===== src/rtl/zapper_port_ctrl.sv =====
// rtl/zapper_port_ctrl.sv - NES $4016/$4017 pad and zapper port scheduler
//
// Serialises the two pad button bytes through per-port shift registers and
// routes the zapper light/trigger lines onto D3/D4 of one port. A routing
// change waits for vblank, then the newly routed port reports "no light,
// no trigger" for SETTLE_FRAMES further vblanks.
//
// Ports:
//   clk, reset        system clock, synchronous active-high reset
//   ce                CPU clock enable qualifying strobe_we and rd
//   strobe, strobe_we $4016 write data bit D0 and write pulse
//   rd[1:0]           read pulses: rd[0] = $4016, rd[1] = $4017
//   joy0, joy1        pad buttons, bit0=A .. bit7=Right, active high
//   zap_sel           requested zapper routing (00 none, 01 port 1, 10 port 2)
//   zap_light         zapper light sense, 0 = light seen
//   zap_trigger       zapper trigger, active high
//   vblank_start      one-clk pulse at start of vblank
//   dout0, dout1      port read data D4..D0
//   zap_active        routing currently applied
module zapper_port_ctrl #(
    parameter int SETTLE_FRAMES = 2
) (
    input  logic       clk,
    input  logic       reset,
    input  logic       ce,
    input  logic       strobe,
    input  logic       strobe_we,
    input  logic [1:0] rd,
    input  logic [7:0] joy0,
    input  logic [7:0] joy1,
    input  logic [1:0] zap_sel,
    input  logic       zap_light,
    input  logic       zap_trigger,
    input  logic       vblank_start,
    output logic [4:0] dout0,
    output logic [4:0] dout1,
    output logic [1:0] zap_active
);

    typedef enum logic [1:0] {
        ST_IDLE    = 2'd0,
        ST_PENDING = 2'd1,
        ST_SETTLE  = 2'd2
    } state_t;

    localparam logic [3:0] SETTLE_INIT = 4'(SETTLE_FRAMES);

    state_t     state_q, state_d;
    logic       strobe_reg_q, strobe_reg_d;
    logic [7:0] sr0_q, sr0_d;
    logic [7:0] sr1_q, sr1_d;
    logic       trig_latch_q, trig_latch_d;
    logic [1:0] zap_active_q, zap_active_d;
    logic [3:0] settle_cnt_q, settle_cnt_d;

    logic [1:0] req_sel;
    logic       strobe_eff;
    logic       zap_rd;
    logic       settling;
    logic       zap_d3;
    logic       zap_d4;

    always_ff @(posedge clk) begin
        if (reset) begin
            state_q      <= ST_IDLE;
            strobe_reg_q <= 1'b0;
            sr0_q        <= 8'hFF;
            sr1_q        <= 8'hFF;
            trig_latch_q <= 1'b0;
            zap_active_q <= 2'b00;
            settle_cnt_q <= 4'd0;
        end else begin
            state_q      <= state_d;
            strobe_reg_q <= strobe_reg_d;
            sr0_q        <= sr0_d;
            sr1_q        <= sr1_d;
            trig_latch_q <= trig_latch_d;
            zap_active_q <= zap_active_d;
            settle_cnt_q <= settle_cnt_d;
        end
    end

    always_comb begin
        req_sel      = (zap_sel == 2'b11) ? 2'b00 : zap_sel;
        // A strobe written this cycle already decides reload versus shift.
        strobe_eff   = (ce && strobe_we) ? strobe : strobe_reg_q;
        strobe_reg_d = strobe_eff;
        settling     = (state_q == ST_SETTLE);

        sr0_d = sr0_q;
        sr1_d = sr1_q;
        if (ce && strobe_eff) begin
            sr0_d = joy0;
            sr1_d = joy1;
        end else if (ce) begin
            if (rd[0]) sr0_d = {1'b1, sr0_q[7:1]};
            if (rd[1]) sr1_d = {1'b1, sr1_q[7:1]};
        end

        zap_rd = ce && (((zap_active_q == 2'b01) && rd[0]) ||
                        ((zap_active_q == 2'b10) && rd[1]));

        // Trigger latch: a live trigger wins over a clearing read, so a held
        // trigger keeps reporting until it is released and read once more.
        trig_latch_d = trig_latch_q;
        if ((zap_active_q == 2'b00) || settling) begin
            trig_latch_d = 1'b0;
        end else if (zap_trigger) begin
            trig_latch_d = 1'b1;
        end else if (zap_rd) begin
            trig_latch_d = 1'b0;
        end

        state_d      = state_q;
        zap_active_d = zap_active_q;
        settle_cnt_d = settle_cnt_q;
        case (state_q)
            ST_IDLE: begin
                if (req_sel != zap_active_q) state_d = ST_PENDING;
            end
            ST_PENDING: begin
                if (req_sel == zap_active_q) begin
                    state_d = ST_IDLE;
                end else if (vblank_start) begin
                    zap_active_d = req_sel;
                    settle_cnt_d = SETTLE_INIT;
                    if ((SETTLE_FRAMES == 0) || (req_sel == 2'b00)) begin
                        state_d = ST_IDLE;
                    end else begin
                        state_d = ST_SETTLE;
                    end
                end
            end
            ST_SETTLE: begin
                if (vblank_start) begin
                    if (settle_cnt_q <= 4'd1) begin
                        settle_cnt_d = 4'd0;
                        state_d      = ST_IDLE;
                    end else begin
                        settle_cnt_d = settle_cnt_q - 4'd1;
                    end
                end
            end
            default: state_d = ST_IDLE;
        endcase

        // While settling the routed port looks like a gun aimed at the dark.
        zap_d3 = settling ? 1'b1 : zap_light;
        zap_d4 = settling ? 1'b0 : (zap_trigger | trig_latch_q);

        if (zap_active_q == 2'b01) begin
            dout0 = {zap_d4, zap_d3, 3'b000};
        end else begin
            dout0 = {4'b0000, strobe_reg_q ? joy0[0] : sr0_q[0]};
        end
        if (zap_active_q == 2'b10) begin
            dout1 = {zap_d4, zap_d3, 3'b000};
        end else begin
            dout1 = {4'b0000, strobe_reg_q ? joy1[0] : sr1_q[0]};
        end
        zap_active = zap_active_q;
    end

endmodule


===== config.mk =====
export PLATFORM = sky130hd
export DESIGN_NAME = zapper_port_ctrl
export DESIGN_NICKNAME = d
export VERILOG_FILES = /design/src/rtl/zapper_port_ctrl.sv
export SDC_FILE = /design/constraint.sdc
export NUM_CORES = 1
export LEC_CHECK = 0
export BUFFER_PORTS_ARGS = -buffer_cell sky130_fd_sc_hd__buf_2
export CAP_MARGIN = 5
export CORE_MARGIN = 5
export CORE_UTILIZATION = 51
export CTS_CLUSTER_SIZE = 14
export DETAILED_ROUTE_END_ITERATION = 8
export HOLD_SLACK_MARGIN = 0.08
export PLACE_DENSITY_LB_ADDON = 0.05
export SKIP_CTS_REPAIR_TIMING = 1
export SLEW_MARGIN = 20
export SYNTH_ARGS = -nofsm -noshare
export SYNTH_HDL_FRONTEND = slang
export SYNTH_SLANG_ARGS = --single-unit

===== constraint.sdc =====
create_clock -name clk -period 1.9 [get_ports clk]
set_input_delay 0.095 -clock clk [delete_from_list [all_inputs] [get_ports clk]]
set_output_delay 0.095 -clock clk [all_outputs]
set_load 0.05 [all_outputs]

======== Yosys cells after proc, flatten, opt, wreduce, memory -nomap -nowiden ========
Index checks and enable logic that the tools add are counted.
operators by class
  add/subtract/negate cells ............... 1
  order comparisons ....................... 1
  eq/ne operators ......................... 13
  mux-type cells .......................... 28
  bitwise operators ....................... 2
  reduce and logical (&&, ||, !) cells .... 21
operators by type and width
  operator                                                                          number
  8-bit 2-to-1 mux                                                                  6
  4-bit 2-to-1 mux                                                                  4
  2-bit 2-to-1 mux                                                                  7
  5-bit 2-to-1 mux                                                                  2
  2-bit nonzero test                                                                5
  2-bit inequality test, second input constant                                      4
  4-bit case mux with 2 select lines                                                1
  4-bit AND reduction                                                               2
  1-bit 2-to-1 mux                                                                  7
  2-bit == test, second input constant                                              3
  2-bit zero test                                                                   3
  2-bit case mux with 3 select lines                                                1
  1-bit logical AND                                                                 5
  2-bit by 1-bit == test with 1-bit output, second input constant                   2
  4-bit by 1-bit less-or-equal comparator with 1-bit output, second input constant  1
  2-bit AND reduction                                                               2
  4-bit by 1-bit subtractor with 4-bit output, second input constant                1
  3-bit inequality test, second input constant                                      1
  3-bit AND reduction                                                               1
  2-bit == test                                                                     1
  1-bit logical OR                                                                  2
  2-bit by 1-bit inequality test with 1-bit output, second input constant           1
  2-bit inequality test                                                             1
  2-bit OR reduction                                                                1
  other kinds (2)                                                                   2
storage, ports and cells
  bits in registers ....................... 26
  bits of input ports ..................... 28
  output and inout port bits .............. 12
  logic and storage cells ................. 73

======== Depth between registers and ports, before layout ========
  depth in word-level cells ............... 7
  gate-level depth with buffers ........... 6
  gate-level depth less buffers ........... 6

======== Least setup slack after synthesis ========
OpenSTA, ideal clock, no wires.
  kind .................................... register to output
  from .................................... reg zap_active_q[0] (netlist: zap_active[0])
  to ...................................... out dout0[4]
  data arrival time ....................... 1.658 ns
  required time ........................... 1.805 ns
  setup slack ............................. 0.147 ns
  stages on the path, launching flop included .. 3
  buffers on the path ..................... 0
  cells stage by stage .................... dfxtp_1 > or2b_1 > nor2_1
on the way
  word-level cells in the longest chain between the ends .. 2
ends and longest elaborated chain
  item                                      RTL line  source
  from (decl)                               53        logic [1:0] zap_active_q, zap_active_d;
  from (signal assigned)                    78        zap_active_q <= zap_active_d;
  2-bit by 1-bit == test with 1-bit output  151       if (zap_active_q == 2'b01) begin
  5-bit 2-to-1 mux                          151
  to (decl)                                 35        output logic [4:0] dout0,
Every way passes these cells.

======== Worst setup path in the final report ========
  from .................................... in strobe
  to ...................................... reg strobe_reg_q
on the way
  word-level cells in the longest chain between the ends .. 1
ends and longest elaborated chain
  item                  RTL line  source
  from (decl)           26        input logic strobe,
  1-bit 2-to-1 mux      86        strobe_eff = (ce && strobe_we) ? strobe : strobe_reg_q;
  to (signal assigned)  74        strobe_reg_q <= strobe_reg_d;
  to (decl)             49        logic strobe_reg_q, strobe_reg_d;
Every way passes these cells.
A chain may end at the register's enable or synchronous reset.

==> impl_metrics.ini <==
[drt]
drt_iter0_markers = 66
drtAntennaViolNets = 0
drt_pass1_iterations = 4
viasPerCell = 5.16
drcViolationCount = 0
route.detailed.wl_per_inst_um = 12.6
vias = 1408
wirelength_mm = 3.43

[worst_setup_path]
critical_path_peak_fanout = 2
rr_startpoint = settle_cnt_q[0]
critPathLaunch = strobe
timing.critical_path.to_type = flip-flop
worstPathRequired_ps = 2130
critPathLaunchType = primary input
arrival_ps = 2010
critical_path_class = in2reg

[synth]
synth_edf_count = 0
synth_top_cells_by_count = nand2_1, nor2_1, dfxtp_1, o21bai_1, and3_1
yosysWarnings = 0
ys_seq_area_share_pct = 35.8
syn_area_mm2 = 0.00145
avgSynthCellArea_um2 = 7.57
synthCells = 192
synth_cell_types = 35
synthTopCellsByArea = dfxtp_1, nand2_1, o21bai_1
netlist.area_leader.share_pct = 35.8
synth_area_leader_cell = dfxtp_1
synthFlopType = dfxtp_1
ys_seq_elements = 26
synth_most_common_cell = nand2_1
synthArstFlopShare_pct = 0

[global_routing]
grt_usage_pct = 16.6
top_usage_layer = met2
grt_pass1_vias = 1218
antenna_found_initial = 0
grt_util_met2_pct = 25.9
groute.layer.met1.usage_pct = 23.2
gr-total-overflow = 0
globalRouteMet3Util_pct = 2.66
grt_pass1_wl_mm = 5.55
grt_max_degree = 28

[timing]
fmaxAchievable_mhz = 560
finalHoldViolCount = 0
drv_slew = 0
tns_ps = 0
fin_ws_ps = 113
setup_viol = 0
rsz0062_at_grt = false
clock_skew_ps = 5.53
holdWs_ps = 151
finalCritPeriodShare_pct = 94.0
timing.final.crit_period_ps = 1790

[final_layout]
multi_input_area_um2 = 855
layout-drive-gt1-share_pct = 17.8
diodes = 0
fill_cells = 231
final_cell_count_no_fill = 273
nNetsFinal = 275
stdcell_area_mm2 = 0.00186
final_util_pct = 68.1
ff_latch_area_um2 = 520
synthToLayoutAreaGrowth_pct = 28.1

[die]
coreArea_mm2 = 0.00273
fp-row-count = 19
start_util_pct = 53.2
io-pin-count = 40
die_w_um = 63.4
die_area_mm2 = 0.00402
fp.dieH_um = 63.4

[place]
hpwl_mm = 2.33
place_inst = 248
gp_congestion = 0.804
numPortBuffers = 35
place_ws_ps = 341
placed_area_mm2 = 0.00162

[min_path]
min_from = ce
hold_class = in2reg

[clock_network]
cts_root_buffer = clkbuf_4
cts_num_sinks = 26
clk_latency_ps = 320
clkTransAtPathRegs_ps = 140
htreeDepth = 1
tritoncts = done
numCtsBuffers = 3
cts_buffer_depth = 2

[power_and_ir_drop]
finalPower_mw = 1.13
leakage_nw = 0.933
cellPowerDensity_mw_per_mm2 = 607
ir_drop_mv = 0.401

[job]
maxCapViolCount = 0

[status]
outcome = finished, final reports clean
-- logic make-up (layout without fill, tap and decap cells) --
| family | after synthesis | count (layout) | share of synthesized area (%) |
|---|---|---|---|
| muxes | 5 | 5 | 3.53 |
| adders and majority gates | 4 | 4 | 3.44 |
| DFF | 26 | 26 | 35.8 |
| buffers and inverters | 19 | 66 | 6.20 |
| other | 1 | 4 | 0.258 |
| xor gates and xnor gates | 2 | 2 | 1.21 |
| AOI/OAI and AO/OA | 34 | 34 | 17.7 |
| and+or+nand+nor | 101 | 101 | 31.8 |
-- placed cells by master, fill, tap and decap left out, drive strengths merged --
| master | instances |
|---|---|
| dfxtp | 26 |
| dlygate4sd3 | 21 |
| a211oi | 5 |
| nor4 | 1 |
| nand3 | 2 |
| clkbuf | 4 |
| a22oi | 1 |
| a31oi | 3 |
| a21oi | 3 |
| o41ai | 1 |
| a32o | 1 |
| o21ai | 3 |
| o21bai | 16 |
| xnor2 | 2 |
| and3 | 14 |
| nand2 | 37 |
| and3b | 1 |
| mux2 | 1 |
| buf | 36 |
| or2 | 1 |
| inv | 5 |
| and2 | 3 |
| nand2b | 3 |
| or3 | 1 |
| nor2b | 3 |
| nor3 | 2 |
| a21o | 1 |
| nor2 | 31 |
| nand4b | 1 |
| mux2i | 4 |
| or2b | 1 |
| ha | 4 |
| conb | 4 |
-- path summary, 6_finish.rpt --
check	endpoint	cells after the start	slack [ps]
hold reg to reg	sr1_q[7]	2	530
hold / removal	sr1_q[7]	3	150
setup reg to reg	settle_cnt_q[3]	5	300
setup / recovery	strobe_reg_q	6	110
-- final cells by class --
class	instances	area share (%)
multi-input cells	150	45.9
flip-flops and latches	26	28.0
repair buffers	57	21.1
well taps	31	2.08
clock buffers	4	1.95
inverters	5	1.01
-- critical path: stages --
cell and delay (ps):
dlygate4sd3_1 530, buf_2 130, nand3_1 60, dlygate4sd3_1 560, a21oi_1 60, dlygate4sd3_1 570
-- layer usage --
metal	share of wire, %	routed length (µm)
met5	0	0
met4	0.58	20
met3	6.1	208
met2	48	1640
met1	46	1560
-- state kept, by name, indices dropped and copies added (netlist names) --
register / cells
sr1_q: 8
state_q: 2
settle_cnt_q: 4
sr0_q: 8
trig_latch_q: 1
zap_active: 2
strobe_reg_q: 1
-- report_power, final --
part / switching [mW] / total [mW] / internal [mW] / leakage, nW
Sequential: 0.0187 / 0.593 / 0.575 / 0.213
Combinational: 0.134 / 0.247 / 0.113 / 0.699
Clock: 0.172 / 0.289 / 0.117 / 0.0210
Total: 0.324 / 1.13 / 0.805 / 0.933
Power figures use the tool's default switching activity.
